[src/rtl/sync_debouncer_pkg.sv]
// rtl/sync_debouncer_pkg.sv - shared FSM state type and counter-width helper
package sync_debouncer_pkg;

  // Stable states differ from their wait states in bit 0; bit 1 tracks the committed level.
  typedef enum logic [1:0] {
    STABLE_LOW  = 2'b00,
    WAIT_HIGH   = 2'b01,
    STABLE_HIGH = 2'b11,
    WAIT_LOW    = 2'b10
  } db_state_e;

  // Counter holds 0..stable_cycles-1; keep at least one bit for the smallest legal build.
  function automatic int cnt_width(input int stable_cycles);
    return (stable_cycles > 2) ? $clog2(stable_cycles) : 1;
  endfunction

endpackage

[src/rtl/sync_debouncer_if.sv]
// rtl/sync_debouncer_if.sv - level input and debounced outputs of the debouncer
interface sync_debouncer_if;
  logic din;
  logic sample_en;
  logic db_level;
  logic rise_pulse;
  logic fall_pulse;
  logic busy;

  modport master (
    output din,
    output sample_en,
    input  db_level,
    input  rise_pulse,
    input  fall_pulse,
    input  busy
  );

  modport slave (
    input  din,
    input  sample_en,
    output db_level,
    output rise_pulse,
    output fall_pulse,
    output busy
  );
endinterface

[src/rtl/sync_debouncer_edge_pulse_gen.sv]
// rtl/sync_debouncer_edge_pulse_gen.sv - registers one-cycle rise/fall pulses from level-change strobes
module sync_debouncer_edge_pulse_gen (
  input  logic clk,
  input  logic reset_n,
  input  logic rise_stb,
  input  logic fall_stb,
  output logic rise_pulse,
  output logic fall_pulse
);

  // Strobes only fire on the single enabled edge that commits a new level, so
  // reloading every cycle clears the pulse on the next edge whatever sample_en does.
  always_ff @(posedge clk or negedge reset_n) begin
    if (!reset_n) begin
      rise_pulse <= 1'b0;
      fall_pulse <= 1'b0;
    end else begin
      rise_pulse <= rise_stb;
      fall_pulse <= fall_stb & ~rise_stb;
    end
  end

endmodule

[src/rtl/sync_debouncer.sv]
// rtl/sync_debouncer.sv - debounces a synchronized level and emits rise/fall pulses
module sync_debouncer
  import sync_debouncer_pkg::*;
#(
  parameter int STABLE_CYCLES = 16,
  parameter bit INIT_LEVEL    = 1'b0
) (
  input logic            clk,
  input logic            reset_n,
  sync_debouncer_if.slave bus
);

  localparam int                CNT_W       = cnt_width(STABLE_CYCLES);
  localparam logic [CNT_W-1:0]  CNT_LAST    = CNT_W'(STABLE_CYCLES - 1);
  localparam db_state_e         RESET_STATE = INIT_LEVEL ? STABLE_HIGH : STABLE_LOW;

  db_state_e        state_q, state_d;
  logic [CNT_W-1:0] cnt_q, cnt_d;
  logic             level_q, level_d;
  logic             busy_q, busy_d;
  logic             rise_stb, fall_stb;

  // State, counter, debounced level and busy flag; reset lands in the INIT_LEVEL stable state.
  always_ff @(posedge clk or negedge reset_n) begin
    if (!reset_n) begin
      state_q <= RESET_STATE;
      cnt_q   <= '0;
      level_q <= INIT_LEVEL;
      busy_q  <= 1'b0;
    end else begin
      state_q <= state_d;
      cnt_q   <= cnt_d;
      level_q <= level_d;
      busy_q  <= busy_d;
    end
  end

  // Next-state logic: only enabled samples advance qualification; any disagreeing sample aborts it.
  always_comb begin
    state_d  = state_q;
    cnt_d    = cnt_q;
    level_d  = level_q;
    rise_stb = 1'b0;
    fall_stb = 1'b0;
    if (bus.sample_en) begin
      case (state_q)
        STABLE_LOW: begin
          if (bus.din) begin
            state_d = WAIT_HIGH;
            cnt_d   = CNT_W'(1);
          end
        end
        WAIT_HIGH: begin
          if (!bus.din) begin
            state_d = STABLE_LOW;
            cnt_d   = '0;
          end else if (cnt_q == CNT_LAST) begin
            state_d  = STABLE_HIGH;
            cnt_d    = '0;
            level_d  = 1'b1;
            rise_stb = 1'b1;
          end else begin
            cnt_d = cnt_q + CNT_W'(1);
          end
        end
        STABLE_HIGH: begin
          if (!bus.din) begin
            state_d = WAIT_LOW;
            cnt_d   = CNT_W'(1);
          end
        end
        WAIT_LOW: begin
          if (bus.din) begin
            state_d = STABLE_HIGH;
            cnt_d   = '0;
          end else if (cnt_q == CNT_LAST) begin
            state_d  = STABLE_LOW;
            cnt_d    = '0;
            level_d  = 1'b0;
            fall_stb = 1'b1;
          end else begin
            cnt_d = cnt_q + CNT_W'(1);
          end
        end
        default: begin
          state_d = RESET_STATE;
          cnt_d   = '0;
          level_d = INIT_LEVEL;
        end
      endcase
    end
    busy_d = (state_d == WAIT_HIGH) || (state_d == WAIT_LOW);
  end

  sync_debouncer_edge_pulse_gen u_pulse (
    .clk        (clk),
    .reset_n    (reset_n),
    .rise_stb   (rise_stb),
    .fall_stb   (fall_stb),
    .rise_pulse (bus.rise_pulse),
    .fall_pulse (bus.fall_pulse)
  );

  assign bus.db_level = level_q;
  assign bus.busy     = busy_q;

endmodule

[src/flat_wrapper.sv]
// flat-port wrapper written by rule: the top's interface ports become plain ports
module sync_debouncer_flat import sync_debouncer_pkg::*;
#(
  parameter int STABLE_CYCLES = 16,
  parameter bit INIT_LEVEL    = 1'b0
)
  (clk, reset_n, bus_din, bus_sample_en, bus_db_level, bus_rise_pulse, bus_fall_pulse, bus_busy);
  sync_debouncer_if bus_i ();
  input logic clk;
  input logic reset_n;
  input wire logic [$bits(bus_i.din)-1:0] bus_din;
  input wire logic [$bits(bus_i.sample_en)-1:0] bus_sample_en;
  output wire logic [$bits(bus_i.db_level)-1:0] bus_db_level;
  output wire logic [$bits(bus_i.rise_pulse)-1:0] bus_rise_pulse;
  output wire logic [$bits(bus_i.fall_pulse)-1:0] bus_fall_pulse;
  output wire logic [$bits(bus_i.busy)-1:0] bus_busy;
  assign bus_i.din = bus_din;
  assign bus_i.sample_en = bus_sample_en;
  assign bus_db_level = bus_i.db_level;
  assign bus_rise_pulse = bus_i.rise_pulse;
  assign bus_fall_pulse = bus_i.fall_pulse;
  assign bus_busy = bus_i.busy;
  sync_debouncer #(.STABLE_CYCLES(STABLE_CYCLES), .INIT_LEVEL(INIT_LEVEL)) u_core (.clk(clk), .reset_n(reset_n), .bus(bus_i));
endmodule
[config.mk]
export PLATFORM = sky130hd
export DESIGN_NAME = sync_debouncer_flat
export DESIGN_NICKNAME = d
export VERILOG_FILES = /design/src/rtl/sync_debouncer_pkg.sv /design/src/rtl/sync_debouncer_if.sv /design/src/rtl/sync_debouncer_edge_pulse_gen.sv /design/src/rtl/sync_debouncer.sv /design/src/flat_wrapper.sv
export SDC_FILE = /design/constraint.sdc
export NUM_CORES = 1
export LEC_CHECK = 0
export BUFFER_PORTS_ARGS = -buffer_cell sky130_fd_sc_hd__buf_2
export CAP_MARGIN = 15
export CORE_AREA = 2 2 39 41
export DETAILED_ROUTE_END_ITERATION = 10
export DIE_AREA = 0 0 41 43
export GPL_ROUTABILITY_DRIVEN = 0
export GPL_TIMING_DRIVEN = 1
export PLACE_DENSITY = 0.79
export SETUP_SLACK_MARGIN = 0.2
export SKIP_CTS_REPAIR_TIMING = 1
export SLEW_MARGIN = 20
export SYNTH_ARGS = -nofsm -noshare
export SYNTH_HDL_FRONTEND = slang
export SYNTH_SLANG_ARGS = --single-unit
[constraint.sdc]
create_clock -name clk -period 3.4 [get_ports clk]
set_input_delay 0.17 -clock clk [delete_from_list [all_inputs] [get_ports clk]]
set_output_delay 0.17 -clock clk [all_outputs]
set_load 0.005 [all_outputs]
==> qor.csv <==
metric,value,unit
warning count from the yosys run,0,
category of the worst setup path capture point,flip-flop,
number of synthesized flops with an enable pin,0,
"Data arrival, critical path",1770,ps
Sinks on Clock Net,10,
max cap viols,0,
CTS tree,yes,
placeable core region,0.00138,mm²
initial antenna violation count,0,
net count after synthesis,68,
flop and latch count out of synthesis,10,
RSZ-0062 raised after global routing,no,
antenna fix cells,0,
Total Negative Setup Slacks,0,ps
aggregate global routing overflow,0,
Least-Margin Pin Slew,349,ps
post-synth design cell area,628,µm²
CTS Root Buffer Type,sky130_fd_sc_hd__clkbuf_4,
largest net degree at the start of global routing,11,
net load switching power,0.153,mW
fraction of power consumed by sequential logic,0.366,
remaining max-slew budget at the tightest pin,0.767,
post-route minimum period,1620,ps
number of buffers added by the clock tree synthesis step,3,
"worst slack, placed",1810,ps
area enclosed by the die boundary,0.00176,mm²
horizontal extent of the die,41,µm
deepest clock path buffer count,2,
Cell Rows,14,
Synth area leaders,"sky130_fd_sc_hd__dfrtp_1 40%, sky130_fd_sc_hd__ha_1 10%, sky130_fd_sc_hd__a22o_1 4.2%",
kind of path behind the tightest hold check,in -> reg,
post-synthesis async set-or-reset flop share,1.00,
number of global-route vias before repair,455,
CP Data Required Time,3550,ps
H-tree levels,1,
global-route wire length before repair,1910,µm
proportion of power drawn by combinational gates,0.369,
crit path launch type,flip-flop,
outcome,completed,
leakage,0.339,nW
first-pass detailed-route iteration total,4,
number of nets in the layout,80,
global routing usage summed across all routing layers,0.171,
starting density of the core,0.454,
post-DR wirelength/cell,14.4,µm
detailed placement HPWL,939,µm
most instantiated library cell after synthesis,sky130_fd_sc_hd__dfrtp_1,
number of remaining DRC errors,0,
fraction of power spent switching nets,0.356,
Clock Pin Slew Worst Setup and Hold Paths,70,ps
via density per instance,5.80,
sequential-to-total area share from yosys stat,0.398,
die height,43,µm
clock tree skew after final layout,1.19,ps
Yosys top cell area share,0.398,
Cells after Synth,59,
leading register cell type out of synthesis,sky130_fd_sc_hd__dfrtp_1,
peak supply drop,0.245,mV
Setup Viol. Count Final,0,
First DRT Iteration DRCs,8,
synthesized area divided by synthesized cell count,10.6,µm²
proportion of layout cells with a drive suffix above 1,0.257,
number of failing hold endpoints at the final stage,0,
Int Pwr,0.276,mW
Critical Setup Path Class,reg -> reg,
number of placed I/O pins,8,
clock insertion delay at the later pin of the skew report,280,ps
ratio of final minimum period to clock period,0.476,
cell area power density,597,mW/mm²
maximum clock frequency,0.618,GHz
Commonest cells post-synth,"10 x sky130_fd_sc_hd__dfrtp_1, 5 x sky130_fd_sc_hd__ha_1, 4 x sky130_fd_sc_hd__nand2_1",
remaining number of nets flagged by the antenna check after routing,0,
post-synth cell types,30,
Final Routed Wirelength,1240,µm
signed area change from the synthesized netlist to the final layout,14.3,%
final critical-path setup slack,1780,ps
post-synth top area cell,sky130_fd_sc_hd__dfrtp_1,
Port Buf Inserts,7,
max-slew violations,0,
maximum fanout count along the critical path,6,
clock power share,0.266,
overall via count from detail_route,499,
## metrics by stage
stage          area (µm²)   util  total power [mW]  instances  hold slack, ps
2_1_floorplan         628      -             0.277         59            -126
3_3_place_gp          672  0.486             0.308         81            42.8
3_5_place_dp          672  0.486             0.316         81            45.4
4_1_cts               708  0.512             0.431         85            -264
5_1_grt               718  0.519             0.456         86             216
6_report              718  0.519             0.428         86             193
## area by class of cell
| type | instances | area [µm²] |
|---|---|---|
| inverter | 3 | 11.3 |
| multi-input combinational | 45 | 355 |
| clock buffer | 4 | 36.3 |
| fill | 129 | 666 |
| timing repair buffer | 8 | 45.0 |
| tap | 16 | 20.0 |
| sequential | 10 | 250 |
## sequential cells by signal (all words and copies together), names as in the netlist
| name | flops |
|---|---|
| u_core.cnt_q | 4 |
| u_core.state_q | 2 |
| u_core.bus.busy | 1 |
| u_core.bus.db_level | 1 |
| u_core.u_pulse.fall_pulse | 1 |
| u_core.u_pulse.rise_pulse | 1 |
## cells by family after synthesis
kind of cell	share of synthesized area
fa+ha+maj	0.0996
flops	0.398
buf+inv	0.0359
simple gates	0.217
mux	0.0159
compound gates	0.219
xor+xnor	0.0139
## cell usage in the layout, fill, tap and decap left out, drive strengths merged
cell type | netlist | layout
nand3b | 2 | 2
ha | 5 | 5
and2b | 1 | 1
nand3 | 3 | 3
nor2b | 1 | 1
a21boi | 1 | 1
dfrtp | 10 | 10
and3 | 1 | 1
clkbuf | 0 | 4
a21oi | 3 | 3
nor2 | 3 | 3
o41ai | 1 | 1
buf | 1 | 7
dlygate4sd3 | 0 | 1
inv | 3 | 3
o21a | 1 | 1
o31a | 1 | 1
xor2 | 1 | 1
nand2b | 2 | 2
a22o | 3 | 3
nor3b | 1 | 1
nor3 | 2 | 2
o21bai | 1 | 1
a2bb2oi | 1 | 1
nand2 | 4 | 4
o21ai | 3 | 3
o2111ai | 1 | 1
o32ai | 1 | 1
and4b | 1 | 1
mux2i | 1 | 1
## metal layers
layer | track usage | share of wire | vias up
met3 | 0.0471 | 0.074 | 4
met2 | 0.241 | 0.47 | 20
met5 | 0 | 0 | -
met1 | 0.201 | 0.43 | 236
met4 | 0.147 | 0.023 | 0
li1 | - | - | 239
## power by group through the flow
| stage | logic, mW | registers (mW) | clock network [mW] |
|---|---|---|---|
| global route | 0.174 | 0.159 | 0.123 |
| detailed placement | 0.157 | 0.159 | 0 |
| finish | 0.158 | 0.157 | 0.114 |
| floorplan | 0.119 | 0.158 | 0 |
| global placement | 0.151 | 0.158 | 0 |
| CTS | 0.156 | 0.157 | 0.118 |
## final timing paths
check                           slack, ps               from                         to  cells after the start
min in group asynchronous             280            reset_n        u_core.bus.db_level                      2
max in group asynchronous            2930            reset_n          u_core.state_q[0]                      2
worst max register to register       1780  u_core.state_q[0]            u_core.bus.busy                      6
worst min-delay path                  190            bus_din  u_core.u_pulse.fall_pulse                      2
worst max-delay path                 1780  u_core.state_q[0]            u_core.bus.busy                      6
worst min register to register        520    u_core.cnt_q[3]            u_core.cnt_q[3]                      1
## critical path, stage by stage (launching register included)
cell and delay, ps:
sky130_fd_sc_hd__dfrtp_1 420, sky130_fd_sc_hd__inv_1 120, sky130_fd_sc_hd__ha_1 260, sky130_fd_sc_hd__and2b_1 230, sky130_fd_sc_hd__a21oi_1 160, sky130_fd_sc_hd__o32ai_2 140, sky130_fd_sc_hd__xor2_1 160
Note: power is estimated with default switching activity, not from simulation.
